File: src/rtl/minibus_arbiter_pkg.sv
// Shared types and the round-robin pick helper for the minibus arbiter and interconnect.
package minibus_arbiter_pkg;

    typedef enum logic [1:0] {
        IDLE = 2'd0,
        REQ  = 2'd1,
        RESP = 2'd2
    } arb_state_t;

    // Access width, funct3-style encoding shared with the core.
    typedef enum logic [1:0] {
        WIDTH_BYTE = 2'd0,
        WIDTH_HALF = 2'd1,
        WIDTH_WORD = 2'd2
    } mb_width_t;

    localparam int MAX_CH = 8;

    // First pending index at or after ptr, searching modulo nch (up to MAX_CH channels).
    function automatic logic [2:0] rr_pick(input logic [7:0] pending,
                                           input logic [2:0] ptr,
                                           input int unsigned nch);
        logic [2:0] pick;
        logic       found;
        int         idx;
        pick  = 3'd0;
        found = 1'b0;
        for (int i = 0; i < MAX_CH; i++) begin
            idx = (int'(ptr) + i) % int'(nch);
            if (!found && (i < int'(nch)) && pending[idx]) begin
                pick  = 3'(idx);
                found = 1'b1;
            end
        end
        return pick;
    endfunction

endpackage

File: src/rtl/minibus_arbiter_if.sv
// Minibus master/slave handshake bundle: request fields, ack/err and read data.
interface minibus_arbiter_if #(
    parameter int AW = 32,
    parameter int DW = 32
);
    logic          ren;
    logic          wen;
    logic [AW-1:0] addr;
    logic [DW-1:0] wdata;
    logic [1:0]    width;
    logic          ack;
    logic          err;
    logic [DW-1:0] rdata;

    modport master (output ren, wen, addr, wdata, width, input ack, err, rdata);
    modport slave  (input ren, wen, addr, wdata, width, output ack, err, rdata);
endinterface

File: src/rtl/minibus_arbiter_rr_picker.sv
// Combinational grant picker: fixed (lowest index) or round-robin from a pointer.
module minibus_arbiter_rr_picker
    import minibus_arbiter_pkg::*;
#(
    parameter int NCH = 2,
    parameter int IW  = 1
) (
    input  logic [NCH-1:0] pending,
    input  logic [IW-1:0]  ptr,
    input  logic           rr_mode,
    output logic           valid,
    output logic [IW-1:0]  idx
);
    logic [2:0] pick_s;
    logic [2:0] ptr_s;

    // Fixed priority is simply a round-robin search anchored at channel 0.
    always_comb begin
        if (rr_mode) begin
            ptr_s = 3'(ptr);
        end else begin
            ptr_s = 3'd0;
        end
        pick_s = rr_pick(8'(pending), ptr_s, NCH);
    end

    assign valid = |pending;
    assign idx   = IW'(pick_s);

endmodule

File: src/rtl/minibus_arbiter.sv
// N-channel minibus arbiter: latches one granted command, waits for ack or timeout, pulses hit/err.
module minibus_arbiter
    import minibus_arbiter_pkg::*;
#(
    parameter int NCH     = 2,
    parameter int AW      = 32,
    parameter int DW      = 32,
    parameter int RR      = 0,
    parameter int TIMEOUT = 255
) (
    input  logic              clk,
    input  logic              rst,
    input  logic [NCH-1:0]    ch_ren,
    input  logic [NCH-1:0]    ch_wen,
    input  logic [NCH*AW-1:0] ch_addr,
    input  logic [NCH*DW-1:0] ch_wdata,
    input  logic [NCH*2-1:0]  ch_width,
    output logic [NCH-1:0]    ch_hit,
    output logic [NCH-1:0]    ch_err,
    output logic [DW-1:0]     ch_rdata,
    minibus_arbiter_if.master bus
);
    localparam int IW = (NCH > 1) ? $clog2(NCH) : 1;
    localparam int CW = (TIMEOUT > 1) ? $clog2(TIMEOUT + 1) : 1;
    localparam logic [CW-1:0] TO_LAST = CW'(TIMEOUT - 1);

    localparam logic [1:0] ST_IDLE = IDLE;
    localparam logic [1:0] ST_REQ  = REQ;
    localparam logic [1:0] ST_RESP = RESP;

    logic [1:0]    state_r;
    logic [IW-1:0] grant_r;
    logic [IW-1:0] rr_ptr_r;
    logic [CW-1:0] cnt_r;
    logic          bus_ren_r;
    logic          bus_wen_r;
    logic [AW-1:0] bus_addr_r;
    logic [DW-1:0] bus_wdata_r;
    logic [1:0]    bus_width_r;
    logic [NCH-1:0] hit_r;
    logic [NCH-1:0] err_r;
    logic [DW-1:0] rdata_r;

    logic           pick_valid_s;
    logic [IW-1:0]  pick_idx_s;
    logic [NCH-1:0] pending_s;
    logic           sel_wen_s;
    logic [AW-1:0]  sel_addr_s;
    logic [DW-1:0]  sel_wdata_s;
    logic [1:0]     sel_width_s;
    logic [NCH-1:0] grant_oh_s;
    logic [IW-1:0]  ptr_next_s;
    logic           timeout_s;

    assign pending_s = ch_ren | ch_wen;

    minibus_arbiter_rr_picker #(
        .NCH (NCH),
        .IW  (IW)
    ) u_picker (
        .pending (pending_s),
        .ptr     (rr_ptr_r),
        .rr_mode (RR != 0),
        .valid   (pick_valid_s),
        .idx     (pick_idx_s)
    );

    // Select the candidate channel's command and derive grant/pointer helpers.
    always_comb begin
        sel_wen_s   = ch_wen[pick_idx_s];
        sel_addr_s  = ch_addr[int'(pick_idx_s)*AW +: AW];
        sel_wdata_s = ch_wdata[int'(pick_idx_s)*DW +: DW];
        sel_width_s = ch_width[int'(pick_idx_s)*2 +: 2];
        for (int i = 0; i < NCH; i++) begin
            grant_oh_s[i] = (grant_r == IW'(i));
        end
        if (grant_r == IW'(NCH - 1)) begin
            ptr_next_s = '0;
        end else begin
            ptr_next_s = grant_r + IW'(1);
        end
        timeout_s = (TIMEOUT != 0) && (cnt_r == TO_LAST);
    end

    // Transaction FSM; bus request, response pulses and read data are all registered.
    always_ff @(posedge clk or posedge rst) begin
        if (rst) begin
            state_r     <= ST_IDLE;
            grant_r     <= '0;
            rr_ptr_r    <= '0;
            cnt_r       <= '0;
            bus_ren_r   <= 1'b0;
            bus_wen_r   <= 1'b0;
            bus_addr_r  <= '0;
            bus_wdata_r <= '0;
            bus_width_r <= 2'd0;
            hit_r       <= '0;
            err_r       <= '0;
            rdata_r     <= '0;
        end else begin
            hit_r <= '0;
            err_r <= '0;
            case (state_r)
                ST_IDLE: begin
                    if (pick_valid_s) begin
                        bus_wen_r   <= sel_wen_s;
                        bus_ren_r   <= ~sel_wen_s;
                        bus_addr_r  <= sel_addr_s;
                        bus_wdata_r <= sel_wdata_s;
                        bus_width_r <= sel_width_s;
                        grant_r     <= pick_idx_s;
                        cnt_r       <= '0;
                        state_r     <= ST_REQ;
                    end else begin
                        state_r <= ST_IDLE;
                    end
                end
                ST_REQ: begin
                    cnt_r <= cnt_r + CW'(1);
                    if (bus.ack) begin
                        rdata_r   <= bus.rdata;
                        bus_ren_r <= 1'b0;
                        bus_wen_r <= 1'b0;
                        if (bus.err) begin
                            err_r <= grant_oh_s;
                        end else begin
                            hit_r <= grant_oh_s;
                        end
                        state_r <= ST_RESP;
                    end else if (timeout_s) begin
                        bus_ren_r <= 1'b0;
                        bus_wen_r <= 1'b0;
                        err_r     <= grant_oh_s;
                        state_r   <= ST_RESP;
                    end else begin
                        state_r <= ST_REQ;
                    end
                end
                ST_RESP: begin
                    if (RR != 0) begin
                        rr_ptr_r <= ptr_next_s;
                    end else begin
                        rr_ptr_r <= '0;
                    end
                    cnt_r   <= '0;
                    state_r <= ST_IDLE;
                end
                default: begin
                    bus_ren_r <= 1'b0;
                    bus_wen_r <= 1'b0;
                    state_r   <= ST_IDLE;
                end
            endcase
        end
    end

    assign bus.ren   = bus_ren_r;
    assign bus.wen   = bus_wen_r;
    assign bus.addr  = bus_addr_r;
    assign bus.wdata = bus_wdata_r;
    assign bus.width = bus_width_r;
    assign ch_hit    = hit_r;
    assign ch_err    = err_r;
    assign ch_rdata  = rdata_r;

endmodule

File: src/flat_wrapper.sv
// flat-port wrapper written by rule: the top's interface ports become plain ports
module minibus_arbiter_flat import minibus_arbiter_pkg::*;
#(
    parameter int NCH     = 2,
    parameter int AW      = 32,
    parameter int DW      = 32,
    parameter int RR      = 0,
    parameter int TIMEOUT = 255
)
  (clk, rst, ch_ren, ch_wen, ch_addr, ch_wdata, ch_width, ch_hit, ch_err, ch_rdata, bus_ren, bus_wen, bus_addr, bus_wdata, bus_width, bus_ack, bus_err, bus_rdata);
  minibus_arbiter_if #(.AW(AW), .DW(DW)) bus_i ();
  input  logic clk;
  input  logic rst;
  input  logic [NCH-1:0] ch_ren;
  input  logic [NCH-1:0] ch_wen;
  input  logic [NCH*AW-1:0] ch_addr;
  input  logic [NCH*DW-1:0] ch_wdata;
  input  logic [NCH*2-1:0] ch_width;
  output logic [NCH-1:0] ch_hit;
  output logic [NCH-1:0] ch_err;
  output logic [DW-1:0] ch_rdata;
  output wire logic [$bits(bus_i.ren)-1:0] bus_ren;
  output wire logic [$bits(bus_i.wen)-1:0] bus_wen;
  output wire logic [$bits(bus_i.addr)-1:0] bus_addr;
  output wire logic [$bits(bus_i.wdata)-1:0] bus_wdata;
  output wire logic [$bits(bus_i.width)-1:0] bus_width;
  input wire logic [$bits(bus_i.ack)-1:0] bus_ack;
  input wire logic [$bits(bus_i.err)-1:0] bus_err;
  input wire logic [$bits(bus_i.rdata)-1:0] bus_rdata;
  assign bus_ren = bus_i.ren;
  assign bus_wen = bus_i.wen;
  assign bus_addr = bus_i.addr;
  assign bus_wdata = bus_i.wdata;
  assign bus_width = bus_i.width;
  assign bus_i.ack = bus_ack;
  assign bus_i.err = bus_err;
  assign bus_i.rdata = bus_rdata;
  minibus_arbiter #(.NCH(NCH), .AW(AW), .DW(DW), .RR(RR), .TIMEOUT(TIMEOUT)) u_core (.clk(clk), .rst(rst), .ch_ren(ch_ren), .ch_wen(ch_wen), .ch_addr(ch_addr), .ch_wdata(ch_wdata), .ch_width(ch_width), .ch_hit(ch_hit), .ch_err(ch_err), .ch_rdata(ch_rdata), .bus(bus_i));
endmodule
File: config.mk
export PLATFORM = sky130hd
export DESIGN_NAME = minibus_arbiter_flat
export DESIGN_NICKNAME = d
export VERILOG_FILES = /design/src/rtl/minibus_arbiter_pkg.sv /design/src/rtl/minibus_arbiter_if.sv /design/src/rtl/minibus_arbiter_rr_picker.sv /design/src/rtl/minibus_arbiter.sv /design/src/flat_wrapper.sv
export SDC_FILE = /design/constraint.sdc
export NUM_CORES = 1
export LEC_CHECK = 0
export CAP_MARGIN = 40
export CELL_PAD_IN_SITES_DETAIL_PLACEMENT = 1
export CELL_PAD_IN_SITES_GLOBAL_PLACEMENT = 1
export CORE_ASPECT_RATIO = 1.1
export CORE_UTILIZATION = 32
export DETAILED_ROUTE_END_ITERATION = 6
export PLACE_DENSITY_LB_ADDON = 0.1
export RECOVER_POWER = 25
export SYNTH_ARGS = -nofsm -noshare
export SYNTH_HDL_FRONTEND = slang
export SYNTH_HIERARCHICAL = 1
export SYNTH_SLANG_ARGS = --single-unit
File: constraint.sdc
create_clock -name clk -period 9.3 [get_ports clk]
set_clock_uncertainty 0.15 [all_clocks]
set_input_delay 0.93 -clock clk [delete_from_list [all_inputs] [get_ports clk]]
set_output_delay 0.93 -clock clk [all_outputs]
set_load 0.02 [all_outputs]
==> results.json, run 1 <==
{
  "status": "complete, but fails checks",
  "violations": "design-rule violations, max-capacitance violations, max-slew violations",
  "power.leakage_nw": 3.60,
  "track_usage_pct": 20.6,
  "antenna_found_initial": 1,
  "postRouteAntennaNets": 0,
  "synth_edf_count": 0,
  "layout_commonest_cell": "clkdlybuf4s50_1",
  "cts-root-buf": "clkbuf_16",
  "core_area_um2": 16300,
  "drt-wirelength-per-cell_um": 18.4,
  "critPathCaptureType": "asynchronous set/reset pin",
  "syn2layout_area_growth_pct": 63.9,
  "path_cells": "dlygate4sd3_1 -> clkinvlp_2 -> clkbuf_1 -> buf_4",
  "p_per_area_nw_per_um2": 325,
  "crit_type": "input pin to asynchronous set/reset pin",
  "vias": 4552,
  "die_y_um": 137,
  "period_minus_slack_ps": 4260,
  "synth_area_leaders": "dfrtp_1, mux2i_1, a21oi_1",
  "maxSlewHeadroom_pct": -37.1,
  "synthFlopType": "dfrtp_1",
  "min_path_type": "flop to flop",
  "clock_path_buffers": 2,
  "holdBufCountCts": 0,
  "ctsResizeCount": 0,
  "cts.clk_slew.worst_paths_ps": 50,
  "cts_tree": "yes",
  "slew_viol_final": 73,
  "wirelength_um": 17300,
  "route.detailed.drc": 50,
  "grt_max_degree": 84,
  "post-cts-setup-buffers": 0,
  "chipWidth_um": 125,
  "seq_area_frac_synth_pct": 54.2,
  "synth-async-reset-ratio_pct": 100,
  "fin_nets": 900,
  "path_buf_inv": 4,
  "layout-drive-gt1-share_pct": 7.87,
  "cts_buffers": 17,
  "peakVddDrop_mv": 0.154,
  "critPathTopFamily": "buffers and inverters",
  "setup_viol_count_final": 0,
  "worstPathArrival_ps": 4580,
  "start_util_pct": 32.5,
  "fin_crit_sh_pct": 45.9,
  "cts_sinks": 115,
  "vias_per_cell": 4.83,
  "yosysTopAreaCellShare_pct": 54.2,
  "cp-start-kind": "input pin",
  "crit_fanout": 52,
  "rows": 49,
  "insertion_delay_ps": 410,
  "hpwl_um": 13000,
  "cpMaxStageDelayCell": "clkbuf_1",
  "syn_area_um2": 5310,
  "htreeDepth": 4,
  "drt_iter0_markers": 216,
  "slowest_delay_ps": 1540,
  "syn_avg_cell_area_um2": 11.6,
  "grt_pass1_wl_um": 26500,
  "place_congestion": 0.781,
  "dieArea_um2": 17100,
  "fillers": 1735,
  "rsz0062_at_grt": "no",
  "hold_violations": 0,
  "max-cap-violations": 2,
  "dr.pass1.iters": 6,
  "max_freq_mhz": 234,
  "p_total_w": 0.00283,
  "io_pins": 276,
  "worstPathRequired_ps": 9620,
  "synthCells": 456,
  "worstMarginPinSlew_ps": 2060,
  "finalSetupTns_ps": 0,
  "io_buffers": 275,
  "first_global_vias": 4906,
  "ys_ff_latch": 115,
  "grt_overflow_total": 0,
  "synth_area_leader_cell": "dfrtp_1",
  "ys_warn_count": 6,
  "synth_cell_types": 49,
  "mostFrequentLayoutCells": "clkdlybuf4s50_1, dfrtp_1, a21oi_1"
}
==> worst reg2reg max path, cell delays in order (launching register included) <==
cell,delay (ps)
dfrtp_1,810
and2b_1,280
nand2_1,920
mux2_1,720
==> cells by family (layout without fill, tap and decap cells) <==
logic type,Yosys count,in the layout,share of synthesized area (%)
AND/OR/NAND/NOR,107,107,9.83
adder cells (fa/ha/maj),2,2,0.471
other,1,3,0.0707
flip-flops,115,115,54.2
buffers and inverters,37,317,4.20
AO/OA/AOI/OAI,93,93,9.95
multiplexers,101,101,21.3
==> registers in the layout, summed over array words and instances, names as in the netlist <==
register	count
u_core/bus.wen	1
u_core/state_r	2
u_core/bus.ren	1
u_core/ch_err	2
u_core/grant_r	1
u_core/ch_rdata	32
u_core/bus.width	2
u_core/ch_hit	2
u_core/cnt_r	8
u_core/bus.wdata	32
u_core/bus.addr	32
==> path summary, 6_finish.rpt <==
check,startpoint,to,slack (ps),depth (start not counted)
max,rst,u_core/bus.addr[28]$_DFFE_PP0P_,5040,4
min,u_core/grant_r$_DFFE_PP0P_,u_core/ch_err[0]$_DFF_PP0_,330,1
max reg2reg,u_core/state_r[0]$_DFF_PP0_,u_core/ch_rdata[22]$_DFFE_PP0P_,6300,3
min reg2reg,u_core/grant_r$_DFFE_PP0P_,u_core/ch_err[0]$_DFF_PP0_,330,1
max in group clk,bus_ack,u_core/ch_rdata[22]$_DFFE_PP0P_,6240,3
min in group asynchronous,rst,u_core/ch_rdata[0]$_DFFE_PP0P_,1070,2
==> synth_stat cells, drive strengths merged (2+ instances only) <==
cell,count
o21ai,6
nand2,9
a22oi,4
nor2b,3
dfrtp,115
nor3b,3
nor3,2
and4b,3
o211ai,5
nor2,67
ha,2
and3,2
buf,28
mux2i,67
or2,3
a21oi,68
mux2,34
nand3b,2
clkbuf,3
nand3,4
inv,6
==> per-stage QoR <==
stage / cell area (um2) / util, % / setup slack (ps) / cells / hold WS [ps]
after floorplan: 5310 / - / 5180 / 457 / 295
after global placement: 8180 / 50.1 / 5850 / 910 / 325
after detailed placement: 8200 / 50.3 / 5810 / 911 / 332
after CTS: 8770 / 53.8 / 6250 / 941 / 339
after global routing: 8700 / 53.3 / 4300 / 942 / 350
final: 8700 / 53.3 / 5040 / 942 / 331
==> metal layers <==
metal	share of wire [%]	up-vias	wire length [um]	track usage (%)
li1	-	2148	-	-
met1	37	2204	6430	22.5
met2	51	181	8830	35.8
met3	9.8	19	1700	7.54
met4	2.0	0	352	10.0
met5	0	-	0	0
==> final cells by class <==
class	instances	area, um2	area share, %
clock buffer	25	495	5.70
tap	204	255	2.93
clock inverter	5	75.1	0.863
sequential	115	2880	33.1
inverter	6	23.8	0.273
antenna	1	2.50	0.0288
multi-input combinational	305	2180	25.0
timing repair buffer	281	2790	32.1
==> power breakdown <==
group / internal [W] / switching [W] / total, W / leakage (nW)
sequential: 0.000734 / 0.000155 / 0.000890 / 1.33
clock: 0.000418 / 0.000218 / 0.000636 / 0.283
combinational: 0.000633 / 0.000673 / 0.00131 / 1.99
(Power assumes the default switching activity.)
==> run 2: changes to the inputs <==
CORE_UTILIZATION = 27   (was 32)
clock period = 3.55 ns   (was 9.3 ns; I/O delays follow)
==> results.json, run 2 (same netlist as run 1, synthesis figures left out) <==
{
  "vias_per_cell": 4.57,
  "worstMarginPinSlew_ps": 2160,
  "fin_nets": 900,
  "die_y_um": 149,
  "cts_tree": "yes",
  "worstPathRequired_ps": 3980,
  "power.leakage_nw": 3.66,
  "worstPathArrival_ps": 2830,
  "post-cts-setup-buffers": 0,
  "fillers": 2036,
  "cts_sinks": 115,
  "crit_type": "input pin to asynchronous set/reset pin",
  "grt_overflow_total": 0,
  "path_cells": "clkdlybuf4s50_1 -> inv_1 -> buf_4",
  "p_total_w": 0.00743,
  "setup_viol_count_final": 0,
  "maxSlewHeadroom_pct": -44.3,
  "insertion_delay_ps": 410,
  "dieArea_um2": 20200,
  "grt_max_degree": 74,
  "rows": 53,
  "critPathCaptureType": "asynchronous set/reset pin",
  "syn2layout_area_growth_pct": 66.1,
  "slowest_delay_ps": 1520,
  "status": "complete, but fails checks",
  "min_path_type": "flop to flop",
  "violations": "max-capacitance violations, max-slew violations",
  "io_buffers": 275,
  "io_pins": 276,
  "cp-start-kind": "input pin",
  "hold_violations": 0,
  "diodes": 0,
  "slew_viol_final": 53,
  "cts_buffers": 17,
  "grt_pass1_wl_um": 26300,
  "postRouteAntennaNets": 0,
  "ctsResizeCount": 0,
  "clock_path_buffers": 2,
  "cpMaxStageDelayCell": "inv_1",
  "holdBufCountCts": 0,
  "start_util_pct": 27.7,
  "dr.pass1.iters": 4,
  "p_per_area_nw_per_um2": 842,
  "crit_fanout": 53,
  "finalSetupTns_ps": 0,
  "chipWidth_um": 136,
  "period_minus_slack_ps": 2400,
  "cts.clk_slew.worst_paths_ps": 60,
  "place_congestion": 0.759,
  "core_area_um2": 19200,
  "mostFrequentLayoutCells": "clkdlybuf4s50_1, dfrtp_1, a21oi_1",
  "peakVddDrop_mv": 0.378,
  "rsz0062_at_grt": "no",
  "antenna_found_initial": 0,
  "drt_iter0_markers": 171,
  "route.detailed.drc": 0,
  "first_global_vias": 4819,
  "max_freq_mhz": 417,
  "drt-wirelength-per-cell_um": 17.4,
  "htreeDepth": 4,
  "hpwl_um": 12900,
  "vias": 4508,
  "max-cap-violations": 1,
  "track_usage_pct": 17.3,
  "layout-drive-gt1-share_pct": 10.3,
  "cts-root-buf": "clkbuf_16",
  "fin_crit_sh_pct": 67.5,
  "layout_commonest_cell": "clkdlybuf4s50_1",
  "wirelength_um": 17200
}
-- run 2: routing by layer --
metal / track usage, % / share of wire (%) / vias up
li1: - / - / 2141
met3: 5.78 / 8.7 / 19
met5: 0 / 0 / -
met2: 29.9 / 51 / 177
met4: 6.12 / 1.3 / 0
met1: 19.6 / 39 / 2171
-- run 2: critical path: cells and delay by family --
family,cells,cell delay (ps)
buf+inv,3,2430
-- run 2: final timing paths --
path                                            startpoint                               to  slack, ps  depth (start not counted)
max                                                    rst  u_core/bus.wdata[3]$_DFFE_PP0P_       1150                          3
min                        u_core/ch_rdata[10]$_DFFE_PP0P_  u_core/ch_rdata[10]$_DFFE_PP0P_        340                          1
max reg2reg                    u_core/state_r[0]$_DFF_PP0_   u_core/bus.addr[0]$_DFFE_PP0P_       1350                          4
min reg2reg                u_core/ch_rdata[10]$_DFFE_PP0P_  u_core/ch_rdata[10]$_DFFE_PP0P_        340                          1
max in group clk               u_core/state_r[0]$_DFF_PP0_   u_core/bus.addr[0]$_DFFE_PP0P_       1350                          4
min in group asynchronous                              rst  u_core/ch_rdata[29]$_DFFE_PP0P_        820                          2
-- run 2: layout make-up --
type	instances	area, um2	area share (%)
multi-input combinational	305	2230	25.3
clock buffer	18	439	4.98
tap	247	309	3.51
inverter	6	22.5	0.256
sequential	115	2880	32.7
timing repair buffer	281	2820	32.0
clock inverter	14	115	1.31
-- run 2: per-stage QoR --
stage               std cells  hold WS, ps  setup slack (ps)  utilization [%]  cell area (um2)
detailed placement        954          335               957             43.1             8260
global placement          954          327              1000             43.1             8260
finish                    986          345              1150             46.0             8810
floorplan                 457          275             0.938                -             5310
global route              986          372               654             46.0             8810
CTS                       986          289              1340             46.0             8820
-- run 2: power breakdown --
part | switching (W) | internal [W]
Clock | 0.000628 | 0.000972
Combinational | 0.00177 | 0.00172
Sequential | 0.000414 | 0.00192
Total | 0.00281 | 0.00462
